===== config.mk =====
export PLATFORM = sky130hd
export DESIGN_NAME = fm_write_ctrl
export DESIGN_NICKNAME = d
export VERILOG_FILES = /design/src/rtl/fm_write_ctrl.sv
export SDC_FILE = /design/constraint.sdc
export NUM_CORES = 1
export LEC_CHECK = 0
export CAP_MARGIN = 10
export CORE_UTILIZATION = 51
export CTS_CLUSTER_SIZE = 24
export DETAILED_ROUTE_END_ITERATION = 16
export PLACE_DENSITY = 0.79
export SYNTH_ARGS = -nofsm -noshare
export SYNTH_HDL_FRONTEND = slang
export SYNTH_SLANG_ARGS = --single-unit
export TNS_END_PERCENT = 20

===== constraint.sdc =====
create_clock -name clk -period 2.45 [get_ports clk]
set_input_delay 0.6125 -clock clk [delete_from_list [all_inputs] [get_ports clk]]
set_output_delay 0.6125 -clock clk [all_outputs]
set_load 0.01 [all_outputs]

===== src/rtl/fm_write_ctrl.sv =====
`default_nettype none
// ============================================================================
// fm_write_ctrl : write-side sequencer feeding feature_map_buffer (c/h/w addr)
// Rev 1.0
// ============================================================================
module fm_write_ctrl #(
    parameter int OUT_H = 64,
    parameter int OUT_W = 64,
    parameter int OUT_C = 32,
    parameter int CH_W  = 10,
    parameter int HW_W  = 7,
    parameter int ORDER = 0
) (
    input  logic            clk,
    input  logic            rst,
    input  logic            start,
    input  logic            valid_in,
    output logic            ready_out,
    input  logic [7:0]      data_in,
    output logic            write_en,
    output logic [CH_W-1:0] write_ch,
    output logic [HW_W-1:0] write_h,
    output logic [HW_W-1:0] write_w,
    output logic [7:0]      fm_data,
    output logic            busy,
    output logic            done
);

    localparam logic [0:0] S_IDLE = 1'b0;
    localparam logic [0:0] S_RUN  = 1'b1;

    localparam logic [CH_W-1:0] C_LAST_C = CH_W'(OUT_C - 1);
    localparam logic [HW_W-1:0] C_LAST_H = HW_W'(OUT_H - 1);
    localparam logic [HW_W-1:0] C_LAST_W = HW_W'(OUT_W - 1);

    logic [0:0]      r_state;
    logic [CH_W-1:0] r_c;
    logic [HW_W-1:0] r_h;
    logic [HW_W-1:0] r_w;
    logic            r_write_en;
    logic [CH_W-1:0] r_write_ch;
    logic [HW_W-1:0] r_write_h;
    logic [HW_W-1:0] r_write_w;
    logic [7:0]      r_fm_data;
    logic            r_done;

    logic            w_accept;
    logic            w_last_c;
    logic            w_last_h;
    logic            w_last_w;
    logic            w_final;
    logic [CH_W-1:0] w_c_next;
    logic [HW_W-1:0] w_h_next;
    logic [HW_W-1:0] w_w_next;

    assign w_accept = valid_in && (r_state == S_RUN);
    assign w_last_c = (r_c == C_LAST_C);
    assign w_last_h = (r_h == C_LAST_H);
    assign w_last_w = (r_w == C_LAST_W);
    assign w_final  = w_last_c && w_last_h && w_last_w;

    // The innermost counter differs per order; the outermost never wraps
    // because the final element returns all counters to zero explicitly.
    generate
        if (ORDER == 0) begin : g_order_chw
            assign w_w_next = w_last_w ? '0 : r_w + 1'b1;
            assign w_h_next = w_last_w ? (w_last_h ? '0 : r_h + 1'b1) : r_h;
            assign w_c_next = (w_last_w && w_last_h) ? r_c + 1'b1 : r_c;
        end else begin : g_order_hwc
            assign w_c_next = w_last_c ? '0 : r_c + 1'b1;
            assign w_w_next = w_last_c ? (w_last_w ? '0 : r_w + 1'b1) : r_w;
            assign w_h_next = (w_last_c && w_last_w) ? r_h + 1'b1 : r_h;
        end
    endgenerate

    always_ff @(posedge clk) begin
        if (!rst) begin
            r_state    <= S_IDLE;
            r_c        <= '0;
            r_h        <= '0;
            r_w        <= '0;
            r_write_en <= 1'b0;
            r_write_ch <= '0;
            r_write_h  <= '0;
            r_write_w  <= '0;
            r_fm_data  <= '0;
            r_done     <= 1'b0;
        end else begin
            r_write_en <= w_accept;
            r_done     <= w_accept && w_final;

            if (w_accept) begin
                r_write_ch <= r_c;
                r_write_h  <= r_h;
                r_write_w  <= r_w;
                r_fm_data  <= data_in;
            end

            case (r_state)
                S_IDLE: begin
                    if (start) begin
                        r_state <= S_RUN;
                        r_c     <= '0;
                        r_h     <= '0;
                        r_w     <= '0;
                    end
                end
                S_RUN: begin
                    if (w_accept) begin
                        if (w_final) begin
                            r_state <= S_IDLE;
                            r_c     <= '0;
                            r_h     <= '0;
                            r_w     <= '0;
                        end else begin
                            r_c     <= w_c_next;
                            r_h     <= w_h_next;
                            r_w     <= w_w_next;
                        end
                    end
                end
                default: r_state <= S_IDLE;
            endcase
        end
    end

    assign ready_out = (r_state == S_RUN);
    assign busy      = (r_state == S_RUN);
    assign write_en  = r_write_en;
    assign write_ch  = r_write_ch;
    assign write_h   = r_write_h;
    assign write_w   = r_write_w;
    assign fm_data   = r_fm_data;
    assign done      = r_done;

endmodule
`default_nettype wire


==> impl_metrics.ini, run 1 <==
[final_layout]
finalCoreUtilization_pct = 71.4
syn_to_final_growth_pct = 29.9
final_nets = 359
antenna_cells = 0
share_of_post_route_cells_with_drive_strength_above_1_pct = 9.20

[route]
wl_per_cell_microns = 12.7
drt_first_pass_iters = 4
detailroute.via_count = 2129
drt_drc_violations_left = 0
remaining_antenna_violation_count = 0
post_drt_via_cell_ratio = 5.32
totalWireLength_mm = 5.08
drt_iter0_drc = 119

[global_routing]
grtUsageMet2_pct = 34.0
use_met1_pct = 28.6
antenna_violations_before_repair = 0
grt_first_pass_wirelength_mm = 8.78
met3_usage_pct = 4.22
total_grt_usage_pct = 21.9
grt_most_used_layer = met2
grt_remaining_overflow = 0
first_global_vias = 2000
grt_start_max_net_pins = 23

[synth]
yosysTopAreaCellShare_pct = 47.7
post_synth_mux_area_share_pct = 0.404
synthesis.yosys.warnings = 0
ys_ff_latch = 59
post_synth_fa_ha_maj_area_fraction_pct = 1.52
largest_family_of_logic_cells_by_synthesized_area = simple AND/OR/NAND/NOR gates
post_synth_xor_area_fraction_pct = 4.25
synth.avg_cell_area_sq_um = 8.59
mapped_nets = 303
yosys_most_used_dff = sky130_fd_sc_hd__dfxtp_1
syn-cell-area_sq_mm = 0.00247
synthMostInstantiatedCell = sky130_fd_sc_hd__nand2_1
synth_enable_flop_cells = 0
synth_top_cell_by_area = sky130_fd_sc_hd__dfxtp_1
simple_logic_cell_fraction_of_the_synthesized_area_pct = 27.4
synth_cell_types = 40
yosysSeqAreaShare_pct = 47.7
netlist_top_cells_count = 82 x sky130_fd_sc_hd__nand2_1, 59 x sky130_fd_sc_hd__dfxtp_1, 34 x sky130_fd_sc_hd__a21boi_0
synth_top_cells_by_area = sky130_fd_sc_hd__dfxtp_1 48%, sky130_fd_sc_hd__nand2_1 12%, sky130_fd_sc_hd__a21boi_0 10%
synth_compound_area_share_pct = 16.0
netlist_instances = 288
ys_async_sr_fraction_pct = 0

[placement]
io_buffer_count = 47
finalWeightedCongestion = 0.873
place_worst_setup_slack_ps = 23.2
hpwl_mm = 3.61

[critical_path]
timing.critical_path.fanout_max = 5
r2r_start = r_h[0]
timing.critical_path.from_type = input pin
type_of_the_worst_setup_path = in2reg
setup.reg_to_reg.worst_slack_ps = 340
critical_path.endpoint_type = register
ff2ff_path_depth = 6
critical_path.reg2reg.endpoint = r_c[6]
critical_path_arrival_ps = 2380
required_ps = 2710
critical_path_end = r_c[9]
startpoint = valid_in

[floorplan]
floorplan.die.width_microns = 71.7
io_pins = 48
placementRows = 24
initial_core_util_pct = 54.9
die_h_microns = 71.7
die_outline_area_sq_mm = 0.00514
fp.coreArea_sq_mm = 0.00450

[flow_run]
timing.max_cap.violations = 0

[cts]
worst_skew_pair.late_latency_ps = 330
clk_path_buf_depth = 2
tritoncts.num_buffers = 9
clock_sinks = 59
clock_tree_from_tritoncts = built
cts-root-buf = sky130_fd_sc_hd__clkbuf_8
postCtsResizedCells = 0
cts-hold-fix-buffers = 0
clk_transition_reported_paths_ps = 70
htree_num_levels = 3
postCtsSetupBuffers = 0

[sta]
relSlewSlack_pct = 62.6
transition_at_the_pin_with_the_smallest_max_transition_slack_ps = 559
final.setup.tns_ps = 0
setup_viol_count_final = 0
skew_ps = 8.52
final.hold.worst_slack_ps = 460
final_period_minus_worst_setup_slack_ps = 2120
fmaxAchievable_mhz = 472
hold_viol_final = 0
period_share_pct = 86.5
grt_setup_unrepaired = false
setup_slack_ps = 332
finalMaxSlewViolations = 0

[power_and_ir_drop]
p_sw_mw = 0.433
power.leakage_nw = 1.13
power.internal_mw = 1.50
powerDensity_mw_per_mm2 = 601
p_comb_share_pct = 7.1
totalPowerFinal_mw = 1.93
pwr-share-seq_pct = 50.9
ir_drop_v = 0.000383
p_sw_share_pct = 22.4
clk_network_pwr_share_pct = 42.0

[min_path]
worst_hold_path_type = reg2reg

[outcome]
run_status = finished clean
[layout make-up]
class	instances	area (sq um)
clock buffers	12	135
clock inverters	3	40.0
fillers	399	1290
inverters	2	7.51
multi-input cells	213	1230
flip-flops and latches	59	1180
well taps	52	65.1
repair buffers	59	561
[power groups by stage]
| stage | Sequential [mW] | Clock [mW] | Combinational, mW |
|---|---|---|---|
| 2_1_floorplan | 1.00 | 0 | 0.0730 |
| 3_3_place_gp | 1.00 | 0 | 0.137 |
| 3_5_place_dp | 1.00 | 0 | 0.138 |
| 4_1_cts | 0.982 | 0.829 | 0.139 |
| 5_1_grt | 0.984 | 0.865 | 0.152 |
| 6_report | 0.982 | 0.811 | 0.138 |
[cell usage in the layout (no fill, tap or decap), types with 3 or more instances in the layout]
cell type                         count
sky130_fd_sc_hd__nand2_1             82
sky130_fd_sc_hd__dfxtp_1             59
sky130_fd_sc_hd__clkdlybuf4s50_1     47
sky130_fd_sc_hd__a21boi_0            34
sky130_fd_sc_hd__nor2_1              17
sky130_fd_sc_hd__nand3_1             13
sky130_fd_sc_hd__buf_4               12
sky130_fd_sc_hd__clkbuf_8             9
sky130_fd_sc_hd__xor2_1               8
sky130_fd_sc_hd__a21oi_1              6
sky130_fd_sc_hd__nand4_1              4
sky130_fd_sc_hd__o21ai_0              4
sky130_fd_sc_hd__xnor2_1              4
sky130_fd_sc_hd__and3_1               4
sky130_fd_sc_hd__and4_1               3
sky130_fd_sc_hd__o21ai_1              3
sky130_fd_sc_hd__ha_1                 3
sky130_fd_sc_hd__clkbuf_1             3
[worst min path at each step]
stage,start,end,slack (ps),cells after the start
floorplan,r_h[6],r_h[6],420,2
global placement,r_h[6],r_h[6],430,2
detailed placement,r_h[6],r_h[6],450,2
CTS,write_w[2],write_w[2],460,2
global route,write_h[3],write_h[3],480,2
finish,fm_data[6],fm_data[6],460,2
[state kept, by name (all words and copies together) (netlist names)]
signal	count
busy	1
done	1
fm_data	8
r_c	10
r_h	7
r_w	7
write_ch	10
write_en	1
write_h	7
write_w	7
[per-stage QoR]
stage               cells  area, sq um
floorplan             288         2470
global placement      385         3040
detailed placement    385         3040
CTS                   400         3220
global route          400         3220
finish                400         3220
[kinds of logic after synthesis]
group	count (synthesis)
and+or+nand+nor	141
buffers and inverters	16
adders and majority gates	3
AOI/OAI and AO/OA	56
DFF	59
xor gates and xnor gates	12
muxes	1
[worst max-delay path, stage by stage]
cell and delay (ps):
sky130_fd_sc_hd__clkdlybuf4s50_1 560, sky130_fd_sc_hd__nand4_1 210, sky130_fd_sc_hd__nor4_4 340, sky130_fd_sc_hd__nor2_2 90
sky130_fd_sc_hd__or4b_1 470, sky130_fd_sc_hd__o21ai_1 90
[metal layers]
metal	routed length, microns	up-vias	part of all wire [%]
li1	-	1097	-
met1	2480	972	49
met2	2290	48	45
met3	196	12	3.9
met4	117	0	2.3
met5	0	-	0
Power figures use the tool's default switching activity.
==> inputs of run 2 (changes only) <==
- CAP_MARGIN: 10 -> not set
==> results of run 2 <==
The final DEF is identical to that of run 1; final timing and power are the same.
==> inputs of run 3 (changes only) <==
- HOLD_SLACK_MARGIN: not set -> 0.02
==> results of run 3 <==
The final DEF is identical to that of run 1; final timing and power are the same.
